===== src/rtl/step_dir_generator_pkg.sv =====
// Shared definitions for the step/direction generator: default widths,
// the direction setup time and the move-state encoding.
package step_dir_generator_pkg;

    localparam int CNT_W_DEF     = 16;
    localparam int PER_W_DEF     = 16;
    localparam int DIR_SETUP_DEF = 4;

    typedef enum logic [1:0] {
        ST_IDLE  = 2'b00,
        ST_SETUP = 2'b01,
        ST_HIGH  = 2'b10,
        ST_LOW   = 2'b11
    } state_e;

endpackage


===== src/rtl/step_dir_generator_phase_timer.sv =====
// Down counter timing one phase (direction setup, CP high or CP low).
// The count is loaded with length-1, so the phase ends on the edge after the zero flag rises.
module step_dir_generator_phase_timer
    import step_dir_generator_pkg::*;
#(
    parameter int PER_W = PER_W_DEF
) (
    input  logic             clk,
    input  logic             rst,
    input  logic             load,
    input  logic             ena,
    input  logic [PER_W-1:0] load_val,
    output logic             zero
);

    logic [PER_W-1:0] cnt_r;

    // Load has priority; the counter saturates at zero instead of wrapping.
    always_ff @(posedge clk or posedge rst) begin
        if (rst) begin
            cnt_r <= {PER_W{1'b0}};
        end else if (load) begin
            cnt_r <= load_val;
        end else if (ena && (cnt_r != {PER_W{1'b0}})) begin
            cnt_r <= cnt_r - {{(PER_W-1){1'b0}}, 1'b1};
        end else begin
            cnt_r <= cnt_r;
        end
    end

    assign zero = (cnt_r == {PER_W{1'b0}});

endmodule


===== src/rtl/step_dir_generator.sv =====
// Converts a move command into CP step pulses and a CCW direction level, with
// direction setup time before the first pulse and a sticky, pulse-completing abort.
module step_dir_generator
    import step_dir_generator_pkg::*;
#(
    parameter int CNT_W     = CNT_W_DEF,
    parameter int PER_W     = PER_W_DEF,
    parameter int DIR_SETUP = DIR_SETUP_DEF
) (
    input  logic             clk,
    input  logic             rst,
    input  logic             cmd_valid,
    output logic             cmd_ready,
    input  logic [CNT_W-1:0] cmd_steps,
    input  logic             cmd_dir,
    input  logic [PER_W-1:0] cmd_half,
    input  logic             abort,
    output logic             cp,
    output logic             ccw,
    output logic             busy,
    output logic             done,
    output logic [CNT_W-1:0] steps_left
);

    localparam logic [PER_W-1:0] PER_ONE    = {{(PER_W-1){1'b0}}, 1'b1};
    localparam logic [CNT_W-1:0] CNT_ONE    = {{(CNT_W-1){1'b0}}, 1'b1};
    localparam logic [PER_W-1:0] SETUP_LOAD = PER_W'(DIR_SETUP - 1);

    state_e           state_r, state_s;
    logic             cp_r, cp_s;
    logic             ccw_r, ccw_s;
    logic             done_r, done_s;
    logic             abort_r, abort_s;
    logic [CNT_W-1:0] steps_left_r, steps_left_s;
    logic [PER_W-1:0] half_r, half_s;
    logic [PER_W-1:0] half_eff_s;
    logic [PER_W-1:0] tmr_val_s;
    logic             tmr_load_s;
    logic             tmr_zero_s;
    logic             accept_s;
    logic             abort_any_s;

    assign cmd_ready   = (state_r == ST_IDLE) && !rst;
    assign accept_s    = cmd_valid && cmd_ready;
    assign abort_any_s = abort_r || abort;
    assign half_eff_s  = (cmd_half == {PER_W{1'b0}}) ? PER_ONE : cmd_half;

    step_dir_generator_phase_timer #(.PER_W(PER_W)) u_timer (
        .clk      (clk),
        .rst      (rst),
        .load     (tmr_load_s),
        .ena      (state_r != ST_IDLE),
        .load_val (tmr_val_s),
        .zero     (tmr_zero_s)
    );

    // Next-state and output decode; every phase change reloads the shared timer.
    always_comb begin
        state_s      = state_r;
        cp_s         = cp_r;
        ccw_s        = ccw_r;
        done_s       = 1'b0;
        abort_s      = abort_any_s;
        steps_left_s = steps_left_r;
        half_s       = half_r;
        tmr_load_s   = 1'b0;
        tmr_val_s    = half_r - PER_ONE;
        case (state_r)
            ST_IDLE: begin
                abort_s = 1'b0;
                if (accept_s) begin
                    half_s       = half_eff_s;
                    steps_left_s = cmd_steps;
                    if (cmd_steps == {CNT_W{1'b0}}) begin
                        done_s = 1'b1;
                    end else if (cmd_dir == ccw_r) begin
                        state_s      = ST_HIGH;
                        cp_s         = 1'b1;
                        steps_left_s = cmd_steps - CNT_ONE;
                        tmr_load_s   = 1'b1;
                        tmr_val_s    = half_eff_s - PER_ONE;
                    end else begin
                        state_s    = ST_SETUP;
                        ccw_s      = cmd_dir;
                        tmr_load_s = 1'b1;
                        tmr_val_s  = SETUP_LOAD;
                    end
                end else begin
                    state_s = ST_IDLE;
                end
            end
            ST_SETUP: begin
                if (abort_any_s) begin
                    state_s = ST_IDLE;
                    done_s  = 1'b1;
                    abort_s = 1'b0;
                end else if (tmr_zero_s) begin
                    state_s      = ST_HIGH;
                    cp_s         = 1'b1;
                    steps_left_s = steps_left_r - CNT_ONE;
                    tmr_load_s   = 1'b1;
                end else begin
                    state_s = ST_SETUP;
                end
            end
            ST_HIGH: begin
                if (tmr_zero_s) begin
                    state_s    = ST_LOW;
                    cp_s       = 1'b0;
                    tmr_load_s = 1'b1;
                end else begin
                    state_s = ST_HIGH;
                end
            end
            ST_LOW: begin
                // A pending abort is honoured only once the low phase has run its full length.
                if (tmr_zero_s && ((steps_left_r == {CNT_W{1'b0}}) || abort_any_s)) begin
                    state_s = ST_IDLE;
                    done_s  = 1'b1;
                    abort_s = 1'b0;
                end else if (tmr_zero_s) begin
                    state_s      = ST_HIGH;
                    cp_s         = 1'b1;
                    steps_left_s = steps_left_r - CNT_ONE;
                    tmr_load_s   = 1'b1;
                end else begin
                    state_s = ST_LOW;
                end
            end
            default: begin
                state_s = ST_IDLE;
                cp_s    = 1'b0;
                abort_s = 1'b0;
            end
        endcase
    end

    // State and output registers; reset drops CP at once and suppresses DONE.
    always_ff @(posedge clk or posedge rst) begin
        if (rst) begin
            state_r      <= ST_IDLE;
            cp_r         <= 1'b0;
            ccw_r        <= 1'b0;
            done_r       <= 1'b0;
            abort_r      <= 1'b0;
            steps_left_r <= {CNT_W{1'b0}};
            half_r       <= PER_ONE;
        end else begin
            state_r      <= state_s;
            cp_r         <= cp_s;
            ccw_r        <= ccw_s;
            done_r       <= done_s;
            abort_r      <= abort_s;
            steps_left_r <= steps_left_s;
            half_r       <= half_s;
        end
    end

    assign cp         = cp_r;
    assign ccw        = ccw_r;
    assign busy       = (state_r != ST_IDLE);
    assign done       = done_r;
    assign steps_left = steps_left_r;

endmodule

===== config.mk =====
export PLATFORM = sky130hd
export DESIGN_NAME = step_dir_generator
export DESIGN_NICKNAME = d
export VERILOG_FILES = /design/src/rtl/step_dir_generator_pkg.sv /design/src/rtl/step_dir_generator_phase_timer.sv /design/src/rtl/step_dir_generator.sv
export SDC_FILE = /design/constraint.sdc
export NUM_CORES = 1
export LEC_CHECK = 0
export CORE_UTILIZATION = 40
export DETAILED_ROUTE_END_ITERATION = 8
export DONT_BUFFER_PORTS = 1
export SLEW_MARGIN = 20
export SYNTH_ARGS = -nofsm -noshare
export SYNTH_HDL_FRONTEND = slang
export SYNTH_HIERARCHICAL = 1
export SYNTH_SLANG_ARGS = --single-unit
export TNS_END_PERCENT = 100

===== constraint.sdc =====
create_clock -name clk -period 7.2 [get_ports clk]
set_input_delay 0.72 -clock clk [delete_from_list [all_inputs] [get_ports clk]]
set_output_delay 0.72 -clock clk [all_outputs]
set_load 0.02 [all_outputs]

==> results.md <==
Run status:
- The run finished with clean final reports.

Clock tree:
- CTS saw 54 sinks.
- TritonCTS built the clock tree.
- The clock-pin slew on the worst setup and hold paths is 0.10 ns.
- The tree is rooted in a clkbuf_8.
- The clock latency on the worst-skew pair is 0.32 ns.
- The clock passes through at most 2 buffers.
- The quantity of gates resized following cts is 0.
- The number of levels in the clock H-tree is 2.
- Once the clock tree was built, the setup fixing pass inserted 0 buffers.
- The number of buffers inserted for hold repair after clock tree synthesis is 0.
- Clock tree synthesis inserted a total of 5 buffers.

Placement:
- During placement, the flow inserted port buffers numbering 0.
- The half-perimeter wire length after placement is 8660 um.
- The post-placement setup slack is 3.40 ns.
- The area after detailed placement is 4300 um^2.
- At the end of routability-driven placement, the weighted congestion stood at 0.862.
- The total instance count after detailed placement is 645.

Synthesis:
- Yosys printed 6 warnings.
- The simple-gate area share of the yosys netlist is 33.8%.
- The number of nets handed over by synthesis was 568.
- The share of synthesized area in the top cell type comes to 31.4%.
- In this run, synthesis produced a sequential element count of 54.
- After synthesis, the largest family of logic cells by area is simple AND/OR/NAND/NOR gates.
- Counting flops with a built-in enable in the synthesized netlist gives 0.
- The adder-cell area share of the yosys netlist is 1.48%.
- Sequential elements use 32.0% of the synthesized area.
- The synthesized cell area is 4220 um^2.
- After synthesis, the cell types taking the most area are dfrtp_1 (31%), nand2_1 (7.6%), xor2_1 (5.0%), nor2_1 (4.4%), xnor2_1 (3.9%).
- After technology mapping, the gate count stands at 526.
- The share of async-settable or async-resettable flops after synthesis is 100%.
- Among all flip-flop cells after synthesis, the most frequent one is dfrtp_1.
- The count of cell types in the netlist is 69.
- The share of cell area taken by muxes after synthesis is 0.712%.
- The synthesized netlist devotes 18.2% of its cell area to compound gates.
- The mean cell area of the mapped netlist is 8.02 um^2.
- The largest total area in the synthesized netlist belongs to dfrtp_1.
- Summing the areas of all xor and xnor instances in the mapped netlist gives 8.92% of the synthesized area.

Power:
- The cell leakage power is 1.69 nW.
- Across the VDD grid, the largest voltage drop is 0.0000725 V.
- Power spread over the standard cell area amounts to 174 nW/um^2.

Final layout:
- The finished layout holds 653 standard cells, fillers aside.
- The summed area of non-filler cells in the final layout is 4420 um^2.
- The number of nets in the finished design is 558.
- The count of filler cells inserted in the layout is 1074.
- The layout overhead on the synthesized area is 4.68%.
- The diode insertion count for antenna repair is 0.
- In the final layout, the share of cells above drive strength 1 is 7.35%.

Run:
- The number of max-cap violations is 0.

STA:
- The share of the cycle needed by the critical path after routing is 51.2%.
- Adding up every negative setup slack in the final design gives 0 ns.
- Based on the critical path, the design can be clocked at up to 272 MHz.
- The transition time of the tightest slew-check pin is 0.983 ns.
- The worst hold slack after final layout is 0.341 ns.
- The clock arrives with 0.00406 ns of skew.
- The count of final setup violators is 0.
- The relative slew slack is 34.5%.
- The final count of hold timing violations is 0.
- Setup repair after global routing left no endpoint under its margin.
- The setup slack of the critical path after layout is 3.52 ns.
- Subtracting the final worst setup slack from the clock period gives 3.68 ns.
- The max-slew violation total from the final report is 0.

Global routing:
- The number of global-route vias before repair is 3732.
- The aggregate global-route resource usage is 21.3%.
- The number of antenna violations at the first check in global routing is 0.
- Entering global routing, the biggest net connects 39 pins.
- The first global-routing pass estimated 18700 um of wire.
- The overall overflow remaining after global route is 0.

Critical path:
- The maximum fanout along the worst path is 12.
- The critical path's largest stage delay is 0.80 ns.
- The critical path in this run is classified as flop to flop.
- STA puts the critical path data arrival time at 3.90 ns.
- The buffers plus inverters on the worst setup path is 2.
- STA classifies the critical path endpoint as a flop.
- The critical path goes through inv_1 > ha_1 > nor4b_1 > nand4_1 > inv_1 > nor4bb_1 > nor2_1 > a21oi_1 > nor2_1 > a221oi_1.
- The worst setup path is launched from a flop.
- In this design, the largest share of critical-path delay is due to simple AND/OR/NAND/NOR gates.
- Among all stages on the critical path, the largest delay is contributed by a21oi_1.
- For the worst setup path, the data required time is 7.42 ns.

Floorplanning:
- The core region is 10300 um^2.
- During I/O placement, the number of pins put on the boundary was 58.
- The number of core rows is 37.
- The floorplan step set the die width to 105 um.
- The initial utilization of the core area, before any placement, comes to 41.1%.
- The die covers 11000 um^2.
- The vertical die dimension is 105 um.

Min path:
- The worst hold path class is input pin to asynchronous set/reset pin.

Routing:
- The routed layout has 3935 vias.
- In the final routed layout, each cell accounts on average for 17.7 um.
- The final wirelength is 11600 um.
- The first detailed-routing pass took 6 iterations.
- In this run the remaining antenna-violating nets after routing total 0.
- The average vias per placed instance is 6.03.
- The first routing iteration left 284 violations.
- After detailed routing, the number of remaining DRC violations is 0.
## synth_stat cells, types with 7 or more instances
cell type and instances:
nand3_1 21, inv_1 20, nor3b_1 7, or3_1 7, a21oi_1 23, nor4_1 11, or4_1 8, nor3_1 24
xor2_1 24, clkbuf_1 14, nor2_1 50, dfrtp_1 53, o22ai_1 15, nand2_1 85, xnor2_1 19, nand4_1 11
o21ai_0 23
## cell usage in the layout, fill, tap and decap left out, types with 6 or more instances in the layout
cell type	count
nor3_1	24
nand2_1	85
nor4_1	11
buf_4	6
xnor2_1	19
dfrtp_1	53
nor3b_1	7
a21oi_1	23
inv_1	20
o21ai_0	22
nor2_1	50
or4_1	8
xor2_1	24
o22ai_1	15
or3_1	7
nand4_1	11
nand3_1	21
## cell type report
type	count	area [um^2]	area share [%]
Sequential cell	54	1350	30.6
Clock inverter	3	45.0	1.02
Multi-Input combinational cell	429	2660	60.2
Clock buffer	5	68.8	1.56
Inverter	20	75.1	1.70
Tap cell	136	170	3.85
Timing Repair Buffer	6	45.0	1.02
## routing by layer
| layer | track usage (%) | wire length, um |
|---|---|---|
| met5 | 0 | 0 |
| met4 | 6.64 | 183 |
| met3 | 4.87 | 783 |
| met2 | 34.0 | 5170 |
| met1 | 28.5 | 5410 |
## flip-flops by register name (all words and copies together), names as in the netlist
signal,cells
done,1
steps_left,16
state_r,2
half_r,16
u_timer/cnt_r,16
abort_r,1
ccw,1
cp,1
## final timing paths
| kind | endpoint | cells past startpoint | startpoint | slack, ns |
|---|---|---|---|---|
| max | steps_left[4] | 10 | u_timer/cnt_r[0] | 3.52 |
| min | u_timer/cnt_r[1] | 1 | rst | 0.34 |
| max reg2reg | steps_left[4] | 10 | u_timer/cnt_r[0] | 3.52 |
| min reg2reg | half_r[0] | 2 | half_r[0] | 0.52 |
| max in group asynchronous | half_r[0] | 2 | rst | 6.43 |
| min in group clk | half_r[2] | 2 | cmd_half[2] | 0.50 |
## kinds of logic after synthesis
logic type	after synthesis
fa+ha+maj	5
simple gates	267
flops	54
mux	3
compound gates	111
xor+xnor	43
buf+inv	43
## stage by stage
stage               util (%)  total power [mW]
finish                  43.0             0.768
global route            43.0             0.806
CTS                     43.0             0.770
detailed placement      41.9             0.557
global placement        41.9             0.552
floorplan                  -             0.516
## where the power goes
| part | switching, mW | internal [mW] |
|---|---|---|
| sequential | 0.0530 | 0.334 |
| combinational | 0.0932 | 0.0732 |
| clock | 0.111 | 0.104 |
No activity file was read; power rests on OpenSTA's default activity.
